===== config.mk =====
export PLATFORM = sky130hd
export DESIGN_NAME = imem_loader
export DESIGN_NICKNAME = d
export VERILOG_FILES = /design/src/rtl/imem_loader.sv
export SDC_FILE = /design/constraint.sdc
export NUM_CORES = 1
export LEC_CHECK = 0
export ABC_AREA = 1
export BUFFER_PORTS_ARGS = -buffer_cell sky130_fd_sc_hd__clkbuf_2
export CORE_MARGIN = 1.5
export CORE_UTILIZATION = 45
export CTS_BUF_LIST = sky130_fd_sc_hd__clkbuf_4
export CTS_CLUSTER_DIAMETER = 60
export DETAILED_ROUTE_END_ITERATION = 16
export PLACE_DENSITY_LB_ADDON = 0.12
export SKIP_CTS_REPAIR_TIMING = 1
export SLEW_MARGIN = 25
export SYNTH_ARGS = -nofsm -noshare
export SYNTH_HDL_FRONTEND = slang
export SYNTH_SLANG_ARGS = --single-unit

===== constraint.sdc =====
create_clock -name clk -period 1.95 [get_ports clk]
set_clock_uncertainty 0.05 [all_clocks]
set_input_delay 0.0975 -clock clk [delete_from_list [all_inputs] [get_ports clk]]
set_output_delay 0.0975 -clock clk [all_outputs]
set_load 0.005 [all_outputs]

===== src/rtl/imem_loader.sv =====
// Boot loader: assembles a framed little-endian byte stream into imem words and holds the core in reset until the image is in.
// Optional checksum trailer is compiled in with IMEM_LOADER_CSUM_EN.
module imem_loader #(
  parameter int         ADDR_W         = 8,
  parameter logic [7:0] MAGIC          = 8'hA5,
  parameter int         TIMEOUT_CYCLES = 100000
) (
  input  logic              clk,
  input  logic              rst,
  input  logic [7:0]        rx_data,
  input  logic              rx_valid,
  output logic              rx_ready,
  output logic              imem_we,
  output logic [ADDR_W-1:0] imem_addr,
  output logic [31:0]       imem_wdata,
  output logic              core_rst,
  output logic              done,
  output logic              err,
  output logic [1:0]        err_code,
  output logic [2:0]        state_dbg
);

  // Handshake: a byte moves on a rising edge where rx_valid && rx_ready.
  // rx_ready is low only while in reset; the loader never backpressures.

  typedef enum logic [2:0] {
    S_IDLE  = 3'd0,
    S_LEN0  = 3'd1,
    S_LEN1  = 3'd2,
    S_DATA  = 3'd3,
    S_CSUM  = 3'd4,
    S_DONE  = 3'd5,
    S_ERROR = 3'd6
  } state_t;

  localparam int              TW   = $clog2(TIMEOUT_CYCLES) + 1;
  localparam logic [TW-1:0]   TMAX = TW'(TIMEOUT_CYCLES - 1);
  localparam logic [32:0]     CAP  = 33'd1 << ADDR_W;

  state_t              state;
  logic [7:0]          len_lo;
  logic [15:0]         len;
  logic [ADDR_W-1:0]   word_idx;
  logic [1:0]          bcnt;
  logic [23:0]         wbuf;
  logic [TW-1:0]       tcnt;
`ifdef IMEM_LOADER_CSUM_EN
  logic [7:0]          csum_acc;
`endif

  logic        acc;
  logic        is_magic;
  logic        timed;
  logic        last_word;
  logic [15:0] n_len;

  assign acc       = rx_valid && rx_ready;
  assign is_magic  = (rx_data == MAGIC);
  assign timed     = (state == S_LEN0) || (state == S_LEN1) ||
                     (state == S_DATA) || (state == S_CSUM);
  assign last_word = (32'(word_idx) == (32'(len) - 32'd1));
  assign n_len     = {rx_data, len_lo};
  assign state_dbg = state;

  always_ff @(posedge clk) begin
    if (rst) begin
      state      <= S_IDLE;
      rx_ready   <= 1'b0;
      imem_we    <= 1'b0;
      imem_addr  <= '0;
      imem_wdata <= '0;
      core_rst   <= 1'b1;
      done       <= 1'b0;
      err        <= 1'b0;
      err_code   <= 2'b00;
      len_lo     <= '0;
      len        <= '0;
      word_idx   <= '0;
      bcnt       <= '0;
      wbuf       <= '0;
      tcnt       <= '0;
`ifdef IMEM_LOADER_CSUM_EN
      csum_acc   <= '0;
`endif
    end else begin
      rx_ready <= 1'b1;
      imem_we  <= 1'b0;

      if (timed && !acc) tcnt <= tcnt + 1'b1;
      else               tcnt <= '0;

      case (state)
        S_IDLE: begin
          if (acc && is_magic) begin
            state    <= S_LEN0;
            word_idx <= '0;
            bcnt     <= '0;
`ifdef IMEM_LOADER_CSUM_EN
            csum_acc <= '0;
`endif
          end
        end
        S_LEN0: begin
          if (acc) begin
            len_lo <= rx_data;
            state  <= S_LEN1;
          end
        end
        S_LEN1: begin
          if (acc) begin
            len <= n_len;
            if (33'(n_len) > CAP) begin
              state    <= S_ERROR;
              err      <= 1'b1;
              err_code <= 2'b01;
            end else if (n_len == 16'd0) begin
`ifdef IMEM_LOADER_CSUM_EN
              state    <= S_CSUM;
`else
              state    <= S_DONE;
              done     <= 1'b1;
              core_rst <= 1'b0;
`endif
            end else begin
              state <= S_DATA;
            end
          end
        end
        S_DATA: begin
          if (acc) begin
            wbuf <= {rx_data, wbuf[23:8]};
            bcnt <= bcnt + 2'd1;
`ifdef IMEM_LOADER_CSUM_EN
            csum_acc <= csum_acc ^ rx_data;
`endif
            if (bcnt == 2'd3) begin
              imem_we    <= 1'b1;
              imem_addr  <= word_idx;
              imem_wdata <= {rx_data, wbuf};
              word_idx   <= word_idx + 1'b1;
              if (last_word) begin
`ifdef IMEM_LOADER_CSUM_EN
                state <= S_CSUM;
`else
                // done follows one cycle after the final write strobe
                state <= S_DONE;
`endif
              end
            end
          end
        end
`ifdef IMEM_LOADER_CSUM_EN
        S_CSUM: begin
          if (acc) begin
            if (rx_data == csum_acc) begin
              state    <= S_DONE;
              done     <= 1'b1;
              core_rst <= 1'b0;
            end else begin
              state    <= S_ERROR;
              err      <= 1'b1;
              err_code <= 2'b10;
            end
          end
        end
`endif
        S_DONE: begin
          if (acc && is_magic) begin
            state    <= S_LEN0;
            done     <= 1'b0;
            core_rst <= 1'b1;
            word_idx <= '0;
            bcnt     <= '0;
`ifdef IMEM_LOADER_CSUM_EN
            csum_acc <= '0;
`endif
          end else begin
            done     <= 1'b1;
            core_rst <= 1'b0;
          end
        end
        S_ERROR: begin
          if (acc && is_magic) begin
            state    <= S_LEN0;
            err      <= 1'b0;
            err_code <= 2'b00;
            word_idx <= '0;
            bcnt     <= '0;
`ifdef IMEM_LOADER_CSUM_EN
            csum_acc <= '0;
`endif
          end
        end
        default: state <= S_IDLE;
      endcase

      // Inter-byte silence inside a frame aborts the load
      if (timed && !acc && (tcnt == TMAX)) begin
        state    <= S_ERROR;
        err      <= 1'b1;
        err_code <= 2'b11;
      end
    end
  end

endmodule


==> out/results.ini <==
[outcome]
outcome = finished, violations left
violations = DRC, setup timing

[drt]
drt-pass1-iter-count = 14
drc = 2
vias_per_cell = 5.19
vias = 5093
routed_wl_mm = 13.5
drtAntennaViolNets = 0
wl_per_cell_um = 13.8
drtIter0Drc = 286

[layout]
fin_cells = 982
fin_util_pct = 56.2
drive_gt1_share_pct = 21.9
fillCellCount = 1134
final_common_cell = dfxtp_1
syn_to_final_growth_pct = 20.4
final_nets = 842
diodes = 0
final_cell_mix = dfxtp_1 (117), nand2_1 (115), nor2_1 (106), o21ai_0 (81), inv_1 (61)

[floorplanning]
fp.dieW_um = 113
die_area_mm2 = 0.0127
core_mm2 = 0.0116
start_util_pct = 46.7
dieHeight_um = 113
ios = 61
rows = 39

[power_and_ir_drop]
p_switching_uw = 1340
p_leak_uw = 0.00300
power_density_mw_per_mm2 = 759
comb_power_share_pct = 12.2
p_int_uw = 3590
p_sw_share_pct = 27.1
max-vdd-ir-drop_mv = 0.462
p_total_uw = 4930
p_seq_share_pct = 53.4
clock_power_share_pct = 34.4

[setup_path]
slowest_stage = dfxtp_4
r2r_start = tcnt[0]$_SDFF_PP0_
cp-end-kind = flop
slowest_delay_ps = 380
start_kind = flop
crit_required_ps = 2340
rr_worst_depth = 12
path_max_fanout = 5
crit_chain = ha_4, nand2_4, nor2_4, nand2_2, nor3_4, nand2_2, nor2_4, inv_2, nor4_4, nand4_1, nand2_1, nor2_1
rr_endpoint = tcnt[16]$_SDFF_PP0_
critPathKind = reg -> reg
r2r_slack_ps = -70
worstSetupStartpoint = tcnt[0]$_SDFF_PP0_
cp.arrival_ps = 2410

[hold_path]
min_to = bcnt[0]$_SDFFE_PP0P_
hp-class = in -> reg
min_from = rx_data[6]
whs_path_depth = 7

[synthesis]
synth-seq-cells = 125
synth_area_leader_cell = dfxtp_1
yosys.cell_types.count = 39
synthFlopType = dfxtp_1
syn_inst = 737
synthTopCellsByArea = dfxtp_1 (46%), nand2_1 (8.4%), nor2_1 (8.2%)
seq_area_frac_synth_pct = 46.4
synth_edf_count = 0
yosysWarnings = 0
syn_avg_cell_area_um2 = 7.32
synth_top_area_share_pct = 46.4
syn_area_mm2 = 0.00540
synth_fp_nets = 752
async_reset_ff_share_pct = 0

[clock_tree]
clk_path_buf_depth = 2
cts_buffers = 17
cts.clk_slew.worst_paths_ps = 110
clk_latency_ps = 540
htreeDepth = 4
cts_tree = built
cts_sinks = 125
cts_root_buf = clkbuf_4

[grt]
grt_pass1_wl_mm = 22.1
gr-total-overflow = 0
grt_antenna_before_repair = 0
grt.total_usage_pct = 21.9
grt_pass1_vias = 4600
grt_max_degree = 38

[sta]
finalSetupViolCount = 3
drv_slew = 0
finalCriticalPeriod_ps = 2020
rsz0062_at_grt = yes
worst_pin_slew_ps = 488
post-route-period-util_pct = 104
fmax_ghz = 0.495
hold_viol = 0
relSlewSlack_pct = 67.4
setup_slack_ps = -68.7
fin_hold_ws_ps = 190

[placement]
port_buffers = 60
dp_slack_ps = -7.23
dp_hpwl_mm = 9.61
gp_congestion = 0.872
dp.cells = 936

[job]
maxCapViolations = 0

==> worst max-delay path by stage <==
stage / endpoint / cells after the start
2_1_floorplan: state_dbg[1]$_SDFFE_PP0P_ / 15
3_3_place_gp: state_dbg[2]$_SDFFE_PP0P_ / 9
3_5_place_dp: state_dbg[1]$_SDFFE_PP0P_ / 13
4_1_cts: tcnt[16]$_SDFF_PP0_ / 12
5_1_grt: tcnt[16]$_SDFF_PP0_ / 12
6_report: tcnt[16]$_SDFF_PP0_ / 12
==> sequential cells by signal, summed over array words and instances (netlist names), 3 cells and up <==
| register | flops |
|---|---|
| wbuf | 24 |
| tcnt | 18 |
| len | 16 |
| state_dbg | 3 |
| len_lo | 8 |
| word_idx | 8 |
| imem_wdata | 32 |
| imem_addr | 8 |
==> per-layer routing <==
| metal | part of all wire (%) | track usage, % | wire [um] | vias to the layer above |
|---|---|---|---|---|
| li1 | - | - | - | 2611 |
| met1 | 48 | 29.6 | 6550 | 2338 |
| met2 | 46 | 34.4 | 6190 | 124 |
| met3 | 4.3 | 5.40 | 577 | 20 |
| met4 | 1.5 | 7.43 | 206 | 0 |
| met5 | 0 | 0 | 0 | - |
==> cell families (layout without fill, tap and decap cells) <==
| family | Yosys count | after routing | synth area share, % |
|---|---|---|---|
| compound gates | 153 | 153 | 14.6 |
| xor+xnor | 8 | 8 | 1.30 |
| fa+ha+maj | 4 | 4 | 0.927 |
| simple gates | 347 | 347 | 29.6 |
| buf+inv | 100 | 202 | 7.28 |
| flops | 125 | 125 | 46.4 |
==> power by group through the flow <==
stage / sequential (uW) / clock, uW / combinational (uW)
global placement: 2680 / 0 / 555
CTS: 2630 / 1740 / 564
floorplan: 2680 / 0 / 377
global route: 2640 / 1860 / 676
finish: 2630 / 1700 / 604
detailed placement: 2690 / 0 / 560
==> cells in the mapped netlist, drive strengths merged (4+ instances only) <==
cell      n
inv      72
dfxtp   125
nand2   126
nor4      6
nand4    10
o21ai    86
buf       7
nand3    59
nor3     11
xor2      7
ha        4
a21oi    59
clkbuf   19
nor2    127
a211oi    4
==> worst max-delay path: cells and delay by family (launching register included) <==
family | cells | cell delay, ps
DFF | 1 | 380
adders and majority gates | 1 | 140
and+or+nand+nor | 10 | 1300
buffers and inverters | 1 | 60
==> stage by stage <==
| step | instance area, um^2 | setup TNS [ps] |
|---|---|---|
| final | 6500 | -177 |
| after global routing | 6500 | -873 |
| after CTS | 6200 | -44.1 |
| after detailed placement | 5940 | -12.5 |
| after global placement | 5940 | 0 |
| after floorplan | 5400 | 0 |
==> area by class of cell <==
cell class              count  area [um^2]  share of cell area [%]
multi-input cells         512         2650                    40.8
inverters                  74          284                    4.37
clock buffers              21          158                    2.42
clock inverters            10         98.8                    1.52
flip-flops and latches    125         2510                    38.7
well taps                 143          179                    2.75
repair buffers             97          616                    9.47
Note: power is estimated with default switching activity, not from simulation.
